<file path="src/rtl/assist_pwm_driver.sv">
// rtl/assist_pwm_driver.sv - soft-start, brake/fault-gated fixed-period PWM gate driver
//
// Takes the signed 13-bit assistance demand and turns it into a 12-bit target.
// The target is slew-limited only while rising, so braking or dropping demand
// takes effect at once. The limited level sets a PWM duty, which is latched once
// per period so every period has a constant duty. A latched over-current fault
// holds the drive off until it is explicitly cleared.
module assist_pwm_driver #(
   parameter int PWM_BITS   = 10,
   parameter int SLEW_STEP  = 8,
   parameter int UPDATE_DIV = 1000
) (
   input  logic                clk,
   input  logic                reset,
   input  logic [12:0]         assist_req,
   input  logic                enable,
   input  logic                brake,
   input  logic                fault_in,
   input  logic                clear_fault,
   output logic                pwm_out,
   output logic [PWM_BITS-1:0] duty,
   output logic [1:0]          state,
   output logic                fault_latched
);

   localparam int                  DIV_W    = (UPDATE_DIV > 2) ? $clog2(UPDATE_DIV) : 1;
   localparam logic [DIV_W-1:0]    DIV_LAST = DIV_W'(UPDATE_DIV - 1);
   localparam logic [PWM_BITS-1:0] CNT_MAX  = '1;
   localparam logic [12:0]         STEP13   = 13'(SLEW_STEP);

   typedef enum logic [1:0] {
      S_IDLE  = 2'b00,
      S_RAMP  = 2'b01,
      S_RUN   = 2'b10,
      S_FAULT = 2'b11
   } state_t;

   state_t              state_q, state_d;
   logic [11:0]         level_q, level_d;
   logic [DIV_W-1:0]    div_q, div_d;
   logic [PWM_BITS-1:0] cnt_q, cnt_d;
   logic [PWM_BITS-1:0] duty_q, duty_d;
   logic                pwm_q, pwm_d;

   logic [11:0]         target;
   logic                tick;
   logic                kill;
   logic [12:0]         level_sum;

   // Target demand: negative demand, disarm or brake all request zero drive
   always_comb begin
      target = 12'd0;
      if (!(assist_req[12] || !enable || brake)) begin
         target = assist_req[11:0];
      end
   end

   assign tick      = (div_q == DIV_LAST);
   assign kill      = fault_in || (state_q == S_FAULT);
   // 13-bit sum so a step near full scale cannot wrap past the target
   assign level_sum = {1'b0, level_q} + STEP13;

   // Free-running slew divider and PWM period counter
   always_comb begin
      div_d = tick ? '0 : div_q + DIV_W'(1);
      cnt_d = cnt_q + PWM_BITS'(1);
   end

   // Level: drop instantly, rise by at most one step per slew tick
   always_comb begin
      level_d = level_q;
      if (kill) begin
         level_d = 12'd0;
      end else if (target < level_q) begin
         level_d = target;
      end else if ((target > level_q) && tick) begin
         if (level_sum > {1'b0, target}) begin
            level_d = target;
         end else begin
            level_d = level_sum[11:0];
         end
      end
   end

   // Duty: only changes at the period wrap, except a fault clears it at once
   always_comb begin
      duty_d = duty_q;
      if (kill) begin
         duty_d = '0;
      end else if (cnt_q == CNT_MAX) begin
         duty_d = level_q[11 -: PWM_BITS];
      end
   end

   // Gate drive: compare plus direct brake/fault gating so they act on the next edge
   always_comb begin
      pwm_d = (cnt_q < duty_q) && !brake && !fault_in && (state_q != S_FAULT);
   end

   // Mode FSM: fault_in dominates, then fault hold, then brake, then demand tracking
   always_comb begin
      state_d = state_q;
      if (fault_in) begin
         state_d = S_FAULT;
      end else if (state_q == S_FAULT) begin
         if (clear_fault) begin
            state_d = S_IDLE;
         end
      end else if (brake) begin
         state_d = S_IDLE;
      end else begin
         case (state_q)
            S_IDLE: begin
               if (target != 12'd0) begin
                  state_d = S_RAMP;
               end
            end
            S_RAMP: begin
               if (target == 12'd0) begin
                  state_d = S_IDLE;
               end else if (level_d == target) begin
                  state_d = S_RUN;
               end
            end
            S_RUN: begin
               if (target == 12'd0) begin
                  state_d = S_IDLE;
               end else if (target > level_q) begin
                  state_d = S_RAMP;
               end
            end
            default: state_d = S_IDLE;
         endcase
      end
   end

   // State registers with synchronous reset overriding every other input
   always_ff @(posedge clk) begin
      if (reset) begin
         state_q <= S_IDLE;
         level_q <= 12'd0;
         div_q   <= '0;
         cnt_q   <= '0;
         duty_q  <= '0;
         pwm_q   <= 1'b0;
      end else begin
         state_q <= state_d;
         level_q <= level_d;
         div_q   <= div_d;
         cnt_q   <= cnt_d;
         duty_q  <= duty_d;
         pwm_q   <= pwm_d;
      end
   end

   assign pwm_out       = pwm_q;
   assign duty          = duty_q;
   assign state         = state_q;
   assign fault_latched = (state_q == S_FAULT);

endmodule
</file>
<file path="config.mk">
export PLATFORM = sky130hd
export DESIGN_NAME = assist_pwm_driver
export DESIGN_NICKNAME = d
export VERILOG_FILES = /design/src/rtl/assist_pwm_driver.sv
export SDC_FILE = /design/constraint.sdc
export NUM_CORES = 1
export LEC_CHECK = 0
export CORE_UTILIZATION = 40
export DETAILED_ROUTE_END_ITERATION = 12
export SLEW_MARGIN = 40
export SYNTH_ARGS = -nofsm -noshare
export SYNTH_HDL_FRONTEND = slang
export SYNTH_SLANG_ARGS = --single-unit
</file>
<file path="constraint.sdc">
create_clock -name clk -period 4.1 [get_ports clk]
set_input_delay 0.82 -clock clk [delete_from_list [all_inputs] [get_ports clk]]
set_output_delay 0.82 -clock clk [all_outputs]
set_load 0.01 [all_outputs]
</file>
Yosys cells after proc, flatten, opt, wreduce, memory -nomap -nowiden
Index checks and enable logic that the tools add are counted.
{"block": "op_classes", "n_addsub": 3, "order_cmp": 4, "eq_ne": 11, "muxes": 15, "reduce_logical": 16}
{"op": "2-to-1 mux 12 bit", "count": 5}
{"op": "adder 10 x 1 -> 10 bit, second input constant", "count": 2}
{"op": "== test 10 bit, second input constant", "count": 2}
{"op": "2-to-1 mux 2 bit", "count": 9}
{"op": "adder 12 x 4 -> 13 bit, second input constant", "count": 1}
{"op": "> comparator 13 x 12 -> 1 bit", "count": 1}
{"op": "== test 12 bit", "count": 1}
{"op": "> comparator 12 bit", "count": 1}
{"op": "zero test 12 bit", "count": 1}
{"op": "< comparator 12 bit", "count": 1}
{"op": "inequality test 6 bit, second input constant", "count": 2}
{"op": "nonzero test 12 bit", "count": 1}
{"op": "< comparator 10 bit", "count": 1}
{"op": "one-hot mux 2 bit (3 select lines)", "count": 1}
{"op": "inequality test 5 bit, second input constant", "count": 1}
{"op": "== test 2 bit, second input constant", "count": 2}
{"op": "logical AND 1 bit", "count": 4}
{"op": "AND reduction 4 bit", "count": 1}
{"op": "OR reduction 2 bit", "count": 2}
{"op": "zero test 1 bit", "count": 3}
{"op": "logical OR 1 bit", "count": 3}
{"op": "inequality test 3 bit, second input constant", "count": 1}
{"op": "== test 2 x 1 -> 1 bit, second input constant", "count": 1}
{"op": "zero test 2 bit", "count": 1}
{"op": "inequality test 2 bit, second input constant", "count": 1}
{"block": "word_totals", "register_bits": 45, "inputBits": 19, "output_inout_bits": 14, "word_cells": 55}

Depth between registers and ports, before layout
Gate-level depths: netlist (run 1).
{"block": "depth", "word_depth": 16, "mapped_depth": 17, "depth_no_buf": 14}

Worst setup path before layout (run 1)
No wires, ideal clock.
{"block": "synth_path", "path_kind": "input port to flip-flop", "from": "in brake", "to": "reg state_q[0] (netlist: state[0])", "setup_time_ns": 0.103, "arrival_ns": 3.978, "t_required_ns": 3.997, "setup_slack_ns": 0.018, "cell_stages": 14, "n_path_buf": 2, "path_cell_list": "buf_4 -> nor3b_2 -> nand2_1 -> ha_1 -> nand2b_1 -> a211oi_1 -> or4_4 -> a221o_1 -> o21ai_2 -> buf_6 -> o21ai_4 -> o41ai_2 -> a2111oi_4 -> a2111oi_2"}
{"block": "synth_between", "elab_chain_len": 10, "word_cells_on_any_way": 23, "cone_classes": "order compare: 3; eq/ne: 4; mux: 11; reduce/logical: 5"}
{"item": "start: declaration", "line": "17", "source": "input logic brake,"}
{"item": "logical OR 1 bit", "line": "53", "source": "if (!(assist_req[12] || !enable || brake)) begin"}
{"item": "2-to-1 mux 12 bit", "line": "53"}
{"item": "> comparator 13 x 12 -> 1 bit or > comparator 12 bit (tied branches)", "line": "77, 76, 128"}
{"item": "2-to-1 mux 12 bit or logical AND 1 bit (tied branches)", "line": "77, 76"}
{"item": "2-to-1 mux 12 bit", "line": "76", "source": "end else if ((target > level_q) && tick) begin"}
{"item": "2-to-1 mux 12 bit", "line": "74", "source": "end else if (target < level_q) begin"}
{"item": "2-to-1 mux 12 bit", "line": "72", "source": "if (kill) begin"}
{"item": "== test 12 bit", "line": "121", "source": "end else if (level_d == target) begin"}
{"item": "inequality test 6 bit (no source line)"}
{"item": "AND reduction 4 bit (no source line)"}
{"item": "end signal: assignment", "line": "147", "source": "state_q <= state_d;"}
{"item": "end: declaration", "line": "38", "source": "state_t state_q, state_d;"}
Parallel ways exist; a longest one is shown, timed or not.
A chain may end at the register's enable or synchronous reset.

Worst setup path in the final report (run 1)
{"block": "layout_path", "from": "reg level_q[3]", "to": "reg state_q[0] (netlist: state[0])"}
{"block": "layout_between", "elab_chain_len": 9, "word_cells_on_any_way": 13, "cone_classes": "add/sub: 1; order compare: 3; eq/ne: 3; mux: 4; reduce/logical: 2"}
{"item": "start: declaration", "line": "39", "source": "logic [11:0] level_q, level_d;"}
{"item": "start signal: assignment", "line": "148", "source": "level_q <= level_d;"}
{"item": "adder 12 x 4 -> 13 bit", "line": "61", "source": "assign level_sum = {1'b0, level_q} + STEP13;"}
{"item": "> comparator 13 x 12 -> 1 bit", "line": "77", "source": "if (level_sum > {1'b0, target}) begin"}
{"item": "2-to-1 mux 12 bit", "line": "77"}
{"item": "2-to-1 mux 12 bit", "line": "76"}
{"item": "2-to-1 mux 12 bit", "line": "74"}
{"item": "2-to-1 mux 12 bit", "line": "72"}
{"item": "== test 12 bit", "line": "121"}
{"item": "inequality test 6 bit (no source line)"}
{"item": "AND reduction 4 bit (no source line) *"}
Mark *: on every way between the ends. The rest lies on a longest branch, timed or not.

==> results of run 1 <==
[worst reg2reg max path, stage by stage (launching register included)]
cell	delay (ps)
dfxtp_1	320
ha_1	210
buf_4	160
nand3_1	160
nor2_1	80
xnor2_1	440
ha_1	350
a21o_1	200
a211o_1	230
a221o_1	270
o21ai_2	170
buf_12	140
nand3b_1	150
o211ai_1	260
a31oi_2	150
a2111oi_4	400
a2111oi_2	120
[final timing paths]
path	end	slack, ps	cells past startpoint
max	state[0]	170	16
min	cnt_q[0]	470	1
max reg2reg	state[0]	170	16
min reg2reg	cnt_q[0]	470	1
[layout make-up]
type                            count  area (um2)  area share [%]
Inverter                           31         116            2.56
Clock inverter                      2        35.0           0.772
Clock buffer                        5        68.8            1.52
Timing Repair Buffer               94         813            17.9
Multi-Input combinational cell    347        2470            54.4
Tap cell                          108         135            2.98
Sequential cell                    45         901            19.9
[metal layers]
metal / vias up / global-route usage [%]
met4: 0 / 5.22
met2: 115 / 39.1
met5: - / 0
met3: 13 / 3.48
met1: 1720 / 33.4
li1: 1787 / -
[synth_stat cells (all sizes together), types with 4 or more instances]
| library cell | count | area (um2) |
|---|---|---|
| nand2 | 50 | 190 |
| dfxtp | 45 | 901 |
| inv | 31 | 116 |
| nor2 | 31 | 116 |
| a21oi | 30 | 150 |
| ha | 29 | 363 |
| nand3 | 22 | 110 |
| o21ai | 18 | 105 |
| clkbuf | 14 | 55.1 |
| xor2 | 12 | 105 |
| a21o | 11 | 82.6 |
| o22ai | 11 | 68.8 |
| a211oi | 10 | 80.1 |
| xnor2 | 10 | 87.6 |
| and3 | 8 | 51.3 |
| buf | 8 | 48.8 |
| nand2b | 7 | 43.8 |
| nor2b | 7 | 43.8 |
| a221oi | 6 | 52.6 |
| nor3 | 6 | 30.0 |
| nor4 | 6 | 37.5 |
| nand4 | 5 | 37.5 |
| or3 | 5 | 31.3 |
| a222oi | 4 | 40.0 |
| a31oi | 4 | 25.0 |
[kinds of logic (layout without fill, tap and decap cells)]
family / after synthesis / count (layout) / share of synthesized area (%)
xor gates and xnor gates: 22 / 22 / 5.43
buffers and inverters: 53 / 132 / 6.20
adders and majority gates: 31 / 31 / 10.8
AOI/OAI and AO/OA: 123 / 123 / 26.5
and+or+nand+nor: 168 / 168 / 24.9
muxes: 3 / 3 / 0.881
DFF: 45 / 45 / 25.4
[metrics by stage]
stage / setup slack [ps] / power, mW / hold slack [ps] / cells / util (%)
after CTS: 25.0 / 1.62 / 472 / 627 / 51.6
after detailed placement: -319 / 1.29 / 453 / 620 / 50.3
after floorplan: 18.2 / 0.984 / 425 / 445 / -
final: 170 / 1.67 / 470 / 632 / 52.5
after global routing: -2.92 / 1.77 / 498 / 632 / 52.5
after global placement: -239 / 1.29 / 440 / 620 / 50.3
[sequential cells by signal (all words and copies together) (netlist names)]
register  count
duty         10
div_q        10
state         2
cnt_q        10
pwm_out       1
level_q      12
[repair_timing]
action | CTS | global route
endpoints found under the setup margin | 1 | 2
buffers inserted | 0 | 5
gates resized for setup | 1 | 10
pin swaps | 0 | 9
[report_power, final]
| group | switching [mW] | leakage (nW) | internal (mW) | total [mW] |
|---|---|---|---|---|
| clock network | 0.152 | 0.0540 | 0.177 | 0.330 |
| registers | 0.0356 | 0.365 | 0.460 | 0.496 |
| logic | 0.424 | 1.34 | 0.417 | 0.841 |
| total | 0.611 | 1.76 | 1.05 | 1.67 |
==> out/qor.csv, run 1 <==
stage,metric,value,unit
run_status,status,finished clean,
place,placed_cell_area,0.00434,mm2
detailed_routing,routed-via-count,3635,
place,port_buffers,32,
setup_path,start_kind,flip-flop,
sta,worst_pin_slew,660,ps
clock_tree,clkTransAtPathRegs,80,ps
setup_path,reg2reg_from,level_q[3],
die,die_y,96.2,um
setup_path,timing.critical_path.buf_inv,2,
detailed_routing,routed_wl,10500,um
layout,syn2layout_area_growth,27.8,%
logic_synthesis,ys_seq_area_share,25.4,%
logic_synthesis,synthFlopType,dfxtp_1,
power_and_ir_drop,power.density,367,mW/mm2
clock_tree,cts_max_level,2,
setup_path,worst_path_most_repeated_cell,ha_1,
layout,nNetsFinal,572,
die,start_util,41.1,%
logic_synthesis,synth-edff-count,0,
setup_path,crit_chain,"ha_1, buf_4, nand3_1, nor2_1, xnor2_1, ha_1, a21o_1, a211o_1, a221o_1, o21ai_2, buf_12, nand3b_1, o211ai_1, a31oi_2, a2111oi_4, a2111oi_2",
power_and_ir_drop,ir_drop,0.000214,V
sta,relSlewSlack,55.5,%
setup_path,crit_required,4250,ps
die,coreArea,0.00864,mm2
clock_tree,clockBufferDepth,2,
logic_synthesis,syn_avg_cell_area,7.98,um2
detailed_routing,drc,0,
logic_synthesis,syn_area,0.00355,mm2
setup_path,critical_path.top_delay_family,compound AO/OA/AOI/OAI gates,
logic_synthesis,async_flop_share,0,%
global_routing,grt_pass1_wl,17100,um
detailed_routing,wire_per_inst,16.6,um
detailed_routing,ant_nets,0,
place,gp_congestion,0.907,
sta,clock_skew,9.28,ps
detailed_routing,met1_length,4940,um
clock_tree,cts_tree,built,
detailed_routing,wl_met3,544,um
setup_path,crit_type,reg -> reg,
global_routing,grt.total_usage,24.0,%
sta,slew_violations,0,
sta,fmax,0.254,GHz
setup_path,slowest_delay,440,ps
clock_tree,cts_made_buffers,5,
setup_path,cp.arrival,4080,ps
layout,final_common_cell,buf_4,
clock_tree,cts_sinks,45,
clock_tree,hold_buffers,0,
place,dpl.hpwl,8290,um
setup_path,worstPathMaxFanout,7,
die,die_w,96.2,um
die,die_area,0.00925,mm2
layout,finalInstanceArea,0.00454,mm2
global_routing,grt_pass1_vias,3403,
setup_path,end_kind,flip-flop,
sta,period_share,95.9,%
layout,nFillCells,833,
layout,drive_gt1_share,18.9,%
clock_tree,cts_root_buf,clkbuf_8,
global_routing,globalRouteOverflowTotal,0,
detailed_routing,dr.pass1.iters,6,
global_routing,antenna_found_initial,0,
detailed_routing,wl_met2,4880,um
detailed_routing,drt_iter0_drc,232,
setup_path,crit_slowest_cell,xnor2_1,
global_routing,grt_max_degree,17,
hold_path,min-delay-start,cnt_q[0],
sta,fin_crit,3930,ps
layout,final_cell_mix,"buf_4 (59), nand2_1 (48), dfxtp_1 (45), inv_1 (31), nor2_1 (31)",
power_and_ir_drop,power.leakage,1.76,nW
logic_synthesis,synthCells,445,
setup_path,cp-startpoint,level_q[3],
layout,antenna_cells,0,
clock_tree,insertion_delay,300,ps
detailed_routing,vias_per_cell,5.75,
detailed_routing,highest_layer,met4,
logic_synthesis,yosysWarnings,0,
logic_synthesis,synth.net_count,493,
die,rows,34,
sta,finalHoldViolations,0,
sta,setup_viol,0,
run,drv_cap,0,
logic_synthesis,synth-seq-cells,45,
hold_path,hp-class,reg -> reg,
sta,setup-tns-final,0,ps
die,io_pins,33,
logic_synthesis,synth.distinct_cells,77,
No activity file was read; power rests on OpenSTA's default activity.
==> inputs of run 2 (changes only) <==
--- a/config.mk
+++ b/config.mk
@@ -5,6 +5,7 @@
 export SDC_FILE = /design/constraint.sdc
 export NUM_CORES = 1
 export LEC_CHECK = 0
+export CORE_ASPECT_RATIO = 0.75
 export CORE_UTILIZATION = 40
 export DETAILED_ROUTE_END_ITERATION = 12
 export SLEW_MARGIN = 40
==> run 2 against run 1 <==
Maximum frequency up 1.6%. Register-to-register slack better by 140 ps. Total power up 12%. Non-clock buffer count up 8. Clock skew down 4.5 ps. Critical path type is now in -> reg. Largest power group unchanged.
==> out/qor.csv, run 2 (synthesized netlist as in run 1, its figures left out) <==
stage,metric,value,unit
setup_path,rr_endpoint,state[0],
sta,period_share,94.3,%
layout,syn2layout_area_growth,33.3,%
power_and_ir_drop,p_sw,0.658,mW
detailed_routing,ant_nets,0,
place,port_buffers,32,
global_routing,grt.total_usage,24.6,%
layout,final_common_cell,buf_4,
detailed_routing,routed_wl,11100,um
clock_tree,cts_sinks,45,
layout,post-route-util,55.5,%
power_and_ir_drop,p_int,1.20,mW
sta,fmax,0.259,GHz
layout,largest_reg_flops,12,
power_and_ir_drop,seq_power_share,26.9,%
layout,antenna_cells,0,
die,io_pins,33,
detailed_routing,vias_per_cell,5.77,
hold_path,hold_path_depth,1,
hold_path,hp-class,reg -> reg,
clock_tree,cts_tree,built,
detailed_routing,dr.pass1.iters,4,
detailed_routing,drc,0,
clock_tree,insertion_delay,280,ps
layout,regMostFlops,level_q,
global_routing,globalRouteOverflowTotal,0,
hold_path,min_to,cnt_q[0],
clock_tree,hold_buffers,0,
sta,setup_viol,0,
die,die_y,83.6,um
power_and_ir_drop,pwr-share-comb,48.0,%
power_and_ir_drop,ir_drop,0.000243,V
layout,drive_gt1_share,21.8,%
setup_path,crit_type,in -> reg,
setup_path,cp.arrival,4000,ps
die,die_w,111,um
sta,slew_violations,0,
sta,fin_ws,234,ps
setup_path,reg2reg_from,level_q[3],
clock_tree,cts_root_buf,clkbuf_16,
die,coreArea,0.00853,mm2
die,start_util,41.6,%
setup_path,crit_required,4230,ps
power_and_ir_drop,power,1.86,mW
detailed_routing,routed-via-count,3701,
global_routing,grt_pass1_vias,3499,
global_routing,grt_max_degree,23,
die,die_area,0.00926,mm2
setup_path,worstPathMaxFanout,4,
hold_path,min-delay-start,cnt_q[0],
place,gp_congestion,0.992,
clock_tree,clkTransAtPathRegs,60,ps
sta,finalHoldViolations,0,
layout,nNetsFinal,580,
detailed_routing,drt_iter0_drc,271,
detailed_routing,wire_per_inst,17.4,um
layout,final_cell_mix,"buf_4 (68), nand2_1 (46), dfxtp_1 (45), inv_1 (30), nor2_1 (30)",
global_routing,antenna_found_initial,0,
setup_path,r2r_cells,14,
sta,fin_crit,3870,ps
die,rows,29,
run,drv_cap,0,
clock_tree,cts_max_level,2,
clock_tree,cts_made_buffers,5,
clock_tree,clockBufferDepth,2,
sta,worst_pin_slew,821,ps
power_and_ir_drop,power.density,393,mW/mm2
power_and_ir_drop,p_sw_share,35.4,%
run_status,status,finished clean,
setup_path,start_kind,input pin,
power_and_ir_drop,power.leakage,1.84,nW
setup_path,end_kind,flip-flop,
sta,clock_skew,4.73,ps
power_and_ir_drop,power_frac_clock,25.1,%
place,pre_cts_ws,-305,ps
global_routing,grt_pass1_wl,18300,um
setup_path,reg2reg_slack,310,ps
sta,rsz0062_at_grt,no,
sta,relSlewSlack,45.2,%
place,dpl.hpwl,8680,um
==> run 2: cell types whose count changed in the layout (fill, tap and decap cells not counted), moves of 2 or more <==
cell / previous run / this run
buf_4: 59 / 68
clkbuf_16: 0 / 5
clkbuf_8: 5 / 1
nand2_1: 48 / 46
nand2b_1: 7 / 5
==> run 2: worst max-delay path by stage <==
stage,from,to,slack (ps),cells after the start
finish,assist_req[7],state[0],230,13
global route,brake,state[0],100,14
CTS,assist_req[12],state[0],3,15
detailed placement,assist_req[12],state[0],-310,15
global placement,enable,state[0],-180,16
floorplan,brake,state[0],20,14
==> run 2: stage by stage <==
step	cells	setup TNS (ps)	hold WS, ps	area, um2
global placement	624	-314	441	4360
floorplan	445	0	425	3550
detailed placement	624	-537	456	4360
CTS	632	0	470	4530
finish	641	0	465	4730
global route	641	0	494	4730
==> run 2: per-layer routing <==
layer,vias up,track usage [%],wire length (um)
met5,-,0,0
li1,1814,-,-
met4,0,5.33,75
met1,1747,37.9,5730
met3,8,4.72,807
met2,132,34.6,4530
==> run 2: what timing repair did <==
| item | 4_1_cts | 5_1_grt |
|---|---|---|
| buffers inserted | 0 | 8 |
| endpoints found under the setup margin | 0 | 2 |
| resized for setup | 0 | 24 |
==> run 2: critical path: stages <==
cell             delay, ps
clkdlybuf4s50_1        490
nand2_2                 90
ha_4                   250
nand2_2                 70
a211oi_1                50
or4_4                  550
a221o_1                350
o21ai_2                180
nand3b_1               180
o211ai_1               260
a31oi_2                140
a2111oi_4              410
a2111oi_2              130
==> run 2: final cells by class <==
cell class                 instances  area (um2)
fill                             796        3790
sequential                        45         901
tap                              108         135
multi-input combinational        347        2550
inverter                          31         116
clock inverter                     1        30.0
timing repair buffer             102         861
clock buffer                       7         143
==> run 2: power groups by stage <==
| stage | Combinational [mW] | Sequential, mW | Clock, mW |
|---|---|---|---|
| 2_1_floorplan | 0.495 | 0.489 | 0 |
| 3_3_place_gp | 0.766 | 0.508 | 0 |
| 3_5_place_dp | 0.766 | 0.507 | 0 |
| 4_1_cts | 0.769 | 0.498 | 0.480 |
| 5_1_grt | 0.954 | 0.504 | 0.498 |
| 6_report | 0.893 | 0.500 | 0.466 |
